--- config.mk ---
export PLATFORM = sky130hd
export DESIGN_NAME = neuron_mac
export DESIGN_NICKNAME = d
export VERILOG_FILES = /design/src/rtl/neuron_mac.sv
export SDC_FILE = /design/constraint.sdc
export NUM_CORES = 1
export LEC_CHECK = 0
export ABC_CLOCK_PERIOD_IN_PS = 10700
export CAP_MARGIN = 20
export CELL_PAD_IN_SITES_DETAIL_PLACEMENT = 0
export CELL_PAD_IN_SITES_GLOBAL_PLACEMENT = 1
export CORE_AREA = 2 2 218 134
export DETAILED_ROUTE_END_ITERATION = 12
export DIE_AREA = 0 0 220 136
export GPL_TIMING_DRIVEN = 0
export PLACE_DENSITY = 0.87
export SLEW_MARGIN = 20
export SYNTH_ARGS = -nofsm -noshare
export SYNTH_HDL_FRONTEND = slang
export SYNTH_SLANG_ARGS = --single-unit
--- constraint.sdc ---
create_clock -name clk -period 10.7 [get_ports clk]
set_clock_uncertainty 0.2 [all_clocks]
set_input_delay 2.14 -clock clk [delete_from_list [all_inputs] [get_ports clk]]
set_output_delay 2.14 -clock clk [all_outputs]
set_load 0.01 [all_outputs]
--- src/rtl/neuron_mac.sv ---
// Neuron multiply-accumulate: bias + sum(x*w) over N_IN beats in Q.20, floored and
// clamped back to Q6.10 for the sigmoid stage.
module neuron_mac #(
    parameter int N_IN  = 16,
    parameter int ACC_W = 40
) (
    input  logic        clk,
    input  logic        rst_n,
    input  logic        start,
    input  logic [15:0] bias,
    input  logic        in_valid,
    input  logic [15:0] x_in,
    input  logic [15:0] w_in,
    output logic        in_ready,
    output logic        out_valid,
    input  logic        out_ready,
    output logic [15:0] net_out,
    output logic        busy
);
    // state | meaning
    // IDLE  | waiting for start; bias loaded into acc on the start edge
    // ACC   | accepting x/w beats, stalls while in_valid is low
    // SAT   | one cycle: floor-shift acc to Q.10 and clamp into net_out
    // OUT   | result presented until out_ready
    typedef enum logic [1:0] {IDLE, ACC, SAT, OUT} state_t;

    localparam int CNT_W = $clog2(N_IN + 1);
    localparam logic [CNT_W-1:0] LAST_BEAT = CNT_W'(N_IN - 1);
    localparam logic signed [ACC_W-1:0] SAT_MAX = ACC_W'(32767);
    localparam logic signed [ACC_W-1:0] SAT_MIN = -(ACC_W'(32768));

    state_t                    r_state;
    state_t                    w_next;
    logic signed [ACC_W-1:0]   r_acc;
    logic        [CNT_W-1:0]   r_cnt;
    logic        [15:0]        r_net;
    logic signed [31:0]        w_prod;
    logic signed [ACC_W-1:0]   w_prod_ext;
    logic signed [ACC_W-1:0]   w_bias_ext;
    logic signed [ACC_W-1:0]   w_shr;
    logic        [15:0]        w_sat;
    logic                      w_xfer;

    assign w_prod     = $signed(x_in) * $signed(w_in);
    assign w_prod_ext = {{(ACC_W-32){w_prod[31]}}, w_prod};
    assign w_bias_ext = {{(ACC_W-26){bias[15]}}, bias, 10'b0};
    assign w_shr      = r_acc >>> 10;
    assign w_xfer     = (r_state == ACC) && in_valid;

    always_comb begin
        w_sat = w_shr[15:0];
        if (w_shr > SAT_MAX) begin
            w_sat = 16'h7FFF;
        end else if (w_shr < SAT_MIN) begin
            w_sat = 16'h8000;
        end
    end

    always_ff @(posedge clk or negedge rst_n) begin
        if (!rst_n) begin
            r_state <= IDLE;
        end else begin
            r_state <= w_next;
        end
    end

    always_comb begin
        w_next = r_state;
        case (r_state)
            IDLE: if (start) w_next = ACC;
            ACC:  if (w_xfer && (r_cnt == LAST_BEAT)) w_next = SAT;
            SAT:  w_next = OUT;
            OUT:  if (out_ready) w_next = IDLE;
            default: w_next = IDLE;
        endcase
    end

    always_comb begin
        in_ready  = (r_state == ACC);
        out_valid = (r_state == OUT);
        busy      = (r_state != IDLE);
        net_out   = r_net;
    end

    always_ff @(posedge clk or negedge rst_n) begin
        if (!rst_n) begin
            r_acc <= '0;
            r_cnt <= '0;
            r_net <= '0;
        end else begin
            case (r_state)
                IDLE: begin
                    if (start) begin
                        r_acc <= w_bias_ext;
                        r_cnt <= '0;
                    end
                end
                ACC: begin
                    if (w_xfer) begin
                        r_acc <= r_acc + w_prod_ext;
                        r_cnt <= r_cnt + 1'b1;
                    end
                end
                SAT:     r_net <= w_sat;
                default: ;
            endcase
        end
    end
endmodule

==> flow_metrics.py, run 1 <==
metrics = {
    "critical_path": {
        "r2r-start": "r_acc[15]",
        "cp-start-kind": "primary input",
        "path_cells": "clkdlybuf4s50_1, clkbuf_1, nand2_1, inv_1, fa_2, fa_1, inv_1, fa_1, fa_1, inv_1, fa_1, inv_1, fa_1, inv_1, ha_1, nand4_1, or4b_1, nor3_1, a221oi_1, a31o_2, o21ai_0, nand2_1, nand2_1, o211ai_1",
        "critical_path_class": "primary input to flip-flop",
        "critPathBufInv": 7,
        "slowest_delay_ns": 0.73,
        "crit_slowest_cell": "clkdlybuf4s50_1",
        "worst_path_dominant_cell_family": "adder cells",
        "worstPathRequired_ns": 10.69,
        "worstSetupEndpointType": "flip-flop",
        "cp_max_fo": 10,
        "startpoint": "x_in[15]",
        "worstPathArrival_ns": 9.94,
    },
    "cells_and_area": {
        "fin_util": 0.585,
        "fill_cells": 2495,
        "multi_input_area_um2": 11600,
        "num_antenna_cells": 0,
        "drive_gt1_frac": 0.0160,
        "mostFrequentLayoutCells": "inv_1 (413), fa_1 (329), nand2_1 (175)",
        "ff_latch_area_um2": 1580,
        "syn_to_final_growth_pct": 10.0,
        "fin_nets": 2192,
        "final_common_cell": "inv_1",
    },
    "cts": {
        "clkSinkCount": 63,
        "numCtsBuffers": 9,
        "clk_latency_ns": 0.32,
        "clock-root-buffer": "clkbuf_16",
        "ctsResizeCount": 0,
        "postCtsSetupRepairBufs": 0,
        "ctsHoldBuffers": 0,
        "ctsHtreeMaxLevel": 3,
        "cts_buffer_depth": 2,
        "path_clk_slew_ns": 0.06,
        "tritoncts": "yes",
    },
    "synthesis": {
        "synth-edff-count": 0,
        "synth-seq-cells": 63,
        "synth_warnings": 0,
        "synth_ff_type": "dfrtp_1",
        "synthArstFlopShare": 1.00,
        "ys_types": 54,
        "synth_top_area_cell": "fa_1",
        "synth_area_um2": 14900,
        "synth_top_area_frac": 0.442,
        "syn_inst": 1604,
        "yosysSeqAreaShare": 0.105,
        "avgSynthCellArea_um2": 9.32,
        "syn_nets": 2109,
        "ys_top_cells_by_area": "fa_1 (44%), dfrtp_1 (11%), inv_1 (10%), ha_1 (10%), and2_1 (5.0%)",
    },
    "detailed_routing": {
        "first_iter_violations": 878,
        "wl_per_cell_um": 19.5,
        "drtPass1Iterations": 5,
        "num_vias": 11000,
        "post_drt_via_cell_ratio": 5.33,
        "final_antenna_net_count": 0,
        "postRouteWirelength_um": 40200,
        "drc": 0,
    },
    "flow_run": {
        "cap_violations": 0,
    },
    "timing": {
        "setup_viol": 0,
        "fmax_mhz": 100,
        "worst_pin_slew_ns": 0.828,
        "period_needed_ns": 9.95,
        "slew_violations": 0,
        "post-route-period-util": 0.930,
        "hold_viol_final": 0,
        "setup_tns_ns": 0,
        "setup_slack_ns": 0.748,
        "grt_setup_unrepaired": "no",
        "slew_headroom": 0.447,
    },
    "place": {
        "post-place-ws_ns": 0.506,
        "place_hpwl_um": 35000,
        "routabilityCongestion": 0.932,
        "io_buffers": 71,
    },
    "global_route": {
        "grt_pass1_wl_um": 66300,
        "antenna_found_initial": 1,
        "track_usage": 0.294,
        "grt_pass1_vias": 11800,
        "grt_max_degree": 42,
        "grt_overflow": 0,
    },
    "floorplanning": {
        "pin_count": 72,
        "die_y_um": 136,
        "die-area_um2": 29900,
        "start_util": 0.532,
        "row_count": 48,
        "die_w_um": 220,
        "core_um2": 28100,
    },
    "outcome": {
        "status": "completed",
    },
    "worst_hold_path": {
        "hold_path.class": "flip-flop to flip-flop",
        "hold_path_startpoint": "r_acc[6]",
    },
}
-- final cells by class --
cell class	instances	share of cell area
clock inverter	6	0.00373
timing repair buffer	72	0.0443
inverter	413	0.0943
clock buffer	10	0.0139
buffer	51	0.0116
sequential	63	0.0959
multi-input combinational	1077	0.708
tap	375	0.0285
-- flip-flops by register name, indices dropped and copies added (netlist names) --
| signal | count |
|---|---|
| r_acc | 40 |
| net_out | 16 |
| r_cnt | 5 |
| r_state | 2 |
-- routing by layer --
metal | global-route usage | wire length [um] | share of wire | vias up
li1 | - | - | - | 4990
met1 | 0.481 | 20300 | 0.50 | 5527
met2 | 0.386 | 15300 | 0.38 | 459
met3 | 0.0821 | 4050 | 0.10 | 44
met4 | 0.0496 | 579 | 0.014 | 0
met5 | 0 | 0 | 0 | -
-- worst reg2reg max path, delay by kind of cell (launching register included) --
| family | cells | cell delay (ns) |
|---|---|---|
| flops | 1 | 0.40 |
| simple gates | 4 | 0.65 |
| fa+ha+maj | 6 | 2.71 |
| buf+inv | 5 | 0.54 |
| compound gates | 5 | 1.41 |
-- cell usage after synthesis (3+ instances only) --
library cell / instances
a211o_1: 3
a211oi_1: 4
a21o_1: 18
a21oi_1: 55
a221o_1: 5
a221oi_1: 3
a22o_1: 6
a22oi_1: 14
a31oi_1: 5
and2_1: 120
and3_1: 6
clkbuf_1: 49
dfrtp_1: 63
fa_1: 330
ha_1: 122
inv_1: 413
nand2_1: 175
nand2b_1: 3
nand3_1: 11
nand4_1: 6
nor2_1: 49
nor2b_1: 3
nor3_1: 8
nor4_1: 4
o211ai_1: 6
o21a_1: 3
o21ai_0: 44
o21bai_1: 4
xnor2_1: 23
xor2_1: 19
-- path summary, 6_finish.rpt --
check / to / depth (start not counted) / slack [ns]
hold / removal: r_acc[6] / 2 / 0.31
min in group asynchronous: net_out[15] / 1 / 1.50
max in group asynchronous: r_acc[12] / 2 / 8.28
setup reg to reg: r_acc[39] / 20 / 4.66
setup / recovery: r_acc[39] / 24 / 0.75
hold reg to reg: r_acc[6] / 2 / 0.31
-- per-stage QoR --
step / cell area, um2 / cells / hold slack [ns]
3_3_place_gp: 16100 / 2050 / 0.266
6_report: 16400 / 2067 / 0.312
3_5_place_dp: 16100 / 2051 / 0.301
5_1_grt: 16400 / 2067 / 0.330
4_1_cts: 16400 / 2067 / 0.313
2_1_floorplan: 14900 / 1604 / 0.250
-- logic make-up after synthesis --
family,count (synthesis),synth area share
flip-flops,63,0.105
adder cells (fa/ha/maj),452,0.544
XOR/XNOR,42,0.0246
buffers and inverters,464,0.117
AO/OA/AOI/OAI,188,0.0815
multiplexers,1,0.000753
AND/OR/NAND/NOR,394,0.127
Power of run 1 is not shown: default switching activity piles up to over one toggle a cycle in this logic, so the estimate is an artifact.
==> run 2, diff against run 1 <==
Settings changed: SLEW_MARGIN 20 to 10.
==> run 2 against run 1 <==
Critical path depth did not move; first-iteration DRC count fell by 9.9%; maximum frequency shrank 0.60%; via count grew 0.83%; die area unchanged; worst hold slack got worse by 0.0066 ns; highest routed layer unchanged; worst setup slack worse by 0.060 ns; non-clock buffer count unchanged; wire length down 0.40%; cell count hardly changed; critical path type unchanged; flip-flop and latch count stayed put; sequential share of layout area about the same.
==> flow_metrics.py, run 2 (synthesis results as in run 1) <==
metrics = {
    "detailed_routing": {
        "wl_per_cell_um": 19.4,
        "top_layer_used": "met4",
        "wl_met1_um": 19700,
        "first_iter_violations": 791,
        "drtPass1Iterations": 5,
        "postRouteWirelength_um": 40100,
        "drc": 0,
        "dr_wl_met3_um": 4580,
        "post_drt_via_cell_ratio": 5.38,
        "final_antenna_net_count": 0,
        "wl_met2_um": 15000,
        "num_vias": 11100,
    },
    "cts": {
        "ctsHtreeMaxLevel": 3,
        "cts_buffer_depth": 2,
        "clk_latency_ns": 0.32,
        "tritoncts": "yes",
        "postCtsSetupRepairBufs": 0,
        "ctsHoldBuffers": 0,
        "clkSinkCount": 63,
        "path_clk_slew_ns": 0.05,
        "ctsResizeCount": 0,
        "numCtsBuffers": 9,
        "clock-root-buffer": "clkbuf_16",
    },
    "critical_path": {
        "worstSetupEndpointType": "flip-flop",
        "startpoint": "x_in[15]",
        "cp-start-kind": "primary input",
        "worstPathRequired_ns": 10.68,
        "cp_max_fo": 10,
        "worstPathArrival_ns": 9.99,
        "r2r_cells": 20,
        "r2r-start": "r_acc[15]",
        "critical_path_class": "primary input to flip-flop",
    },
    "timing": {
        "slew_headroom": 0.295,
        "hold_viol_final": 0,
        "worst_pin_slew_ns": 1.04,
        "grt_setup_unrepaired": "no",
        "setup_tns_ns": 0,
        "post-route-period-util": 0.936,
        "fmax_mhz": 99.9,
        "slew_violations": 0,
        "setup_viol": 0,
        "period_needed_ns": 10.01,
    },
    "worst_hold_path": {
        "holdPathStages": 2,
        "hold_path.class": "flip-flop to flip-flop",
        "hold_path_startpoint": "r_cnt[4]",
    },
    "floorplanning": {
        "row_count": 48,
        "core_um2": 28100,
        "pin_count": 72,
        "start_util": 0.532,
        "die_w_um": 220,
        "die_y_um": 136,
        "die-area_um2": 29900,
    },
    "cells_and_area": {
        "num_antenna_cells": 0,
        "drive_gt1_frac": 0.0148,
        "largest_reg_flops": 40,
        "syn_to_final_growth_pct": 10.1,
        "mostFrequentLayoutCells": "inv_1 (413), fa_1 (330), nand2_1 (175)",
        "instances_no_fill": 2066,
        "fin_nets": 2192,
        "fill_cells": 2454,
        "final_common_cell": "inv_1",
        "largest-register": "r_acc",
    },
    "global_route": {
        "antenna_found_initial": 1,
        "grt_pass1_vias": 12000,
        "grt_overflow": 0,
        "track_usage": 0.295,
        "grt_max_degree": 64,
        "grt_pass1_wl_um": 66800,
    },
    "place": {
        "io_buffers": 71,
        "placed_cells": 2051,
        "routabilityCongestion": 0.932,
        "place_hpwl_um": 35000,
    },
    "outcome": {
        "status": "completed",
    },
    "flow_run": {
        "cap_violations": 0,
    },
}
## run 2: layout make-up
type,count,area (um2),share of cell area
Multi-Input combinational cell,1077,11600,0.707
Sequential cell,63,1580,0.0958
Inverter,413,1550,0.0942
Timing Repair Buffer,72,723,0.0439
Tap cell,375,469,0.0285
Clock buffer,13,280,0.0170
Buffer,51,191,0.0116
Clock inverter,2,37.5,0.00228
## run 2: worst paths after layout
| path | slack, ns | end |
|---|---|---|
| worst min-delay path | 0.31 | r_cnt[4] |
| worst max register to register | 4.59 | r_acc[39] |
| worst max-delay path | 0.69 | r_acc[39] |
| worst min register to register | 0.31 | r_cnt[4] |
| max in group asynchronous | 8.08 | r_acc[2] |
| min in group asynchronous | 1.69 | net_out[15] |
## run 2: through the flow
step	hold WS, ns	util	worst slack, ns	area, um2
CTS	0.314	0.585	0.738	16500
finish	0.306	0.585	0.688	16500
global placement	0.266	0.574	0.617	16100
global route	0.335	0.585	0.311	16500
detailed placement	0.302	0.574	0.429	16100
floorplan	0.250	-	2.44	14900
## run 2: layer usage
| metal | vias up | global-route usage |
|---|---|---|
| met5 | - | 0 |
| met4 | 0 | 0.0552 |
| met3 | 54 | 0.0919 |
| met2 | 515 | 0.384 |
| met1 | 5551 | 0.477 |
| li1 | 4992 | - |
## run 2: worst max-delay path, stage by stage
cell             delay, ns
clkdlybuf4s50_1       0.73
clkbuf_1              0.51
nand2_1               0.24
inv_1                 0.14
fa_1                  0.54
fa_1                  0.60
inv_1                 0.18
fa_1                  0.72
fa_1                  0.60
inv_1                 0.06
fa_1                  0.52
inv_1                 0.05
fa_1                  0.51
inv_1                 0.05
ha_1                  0.42
nand4_1               0.17
or4b_1                0.50
nor3_1                0.16
a221oi_1              0.13
a31o_2                0.31
o21ai_0               0.35
nand2_1               0.18
nand2_1               0.10
o211ai_1              0.09
Power of run 2 is left out for the same reason.
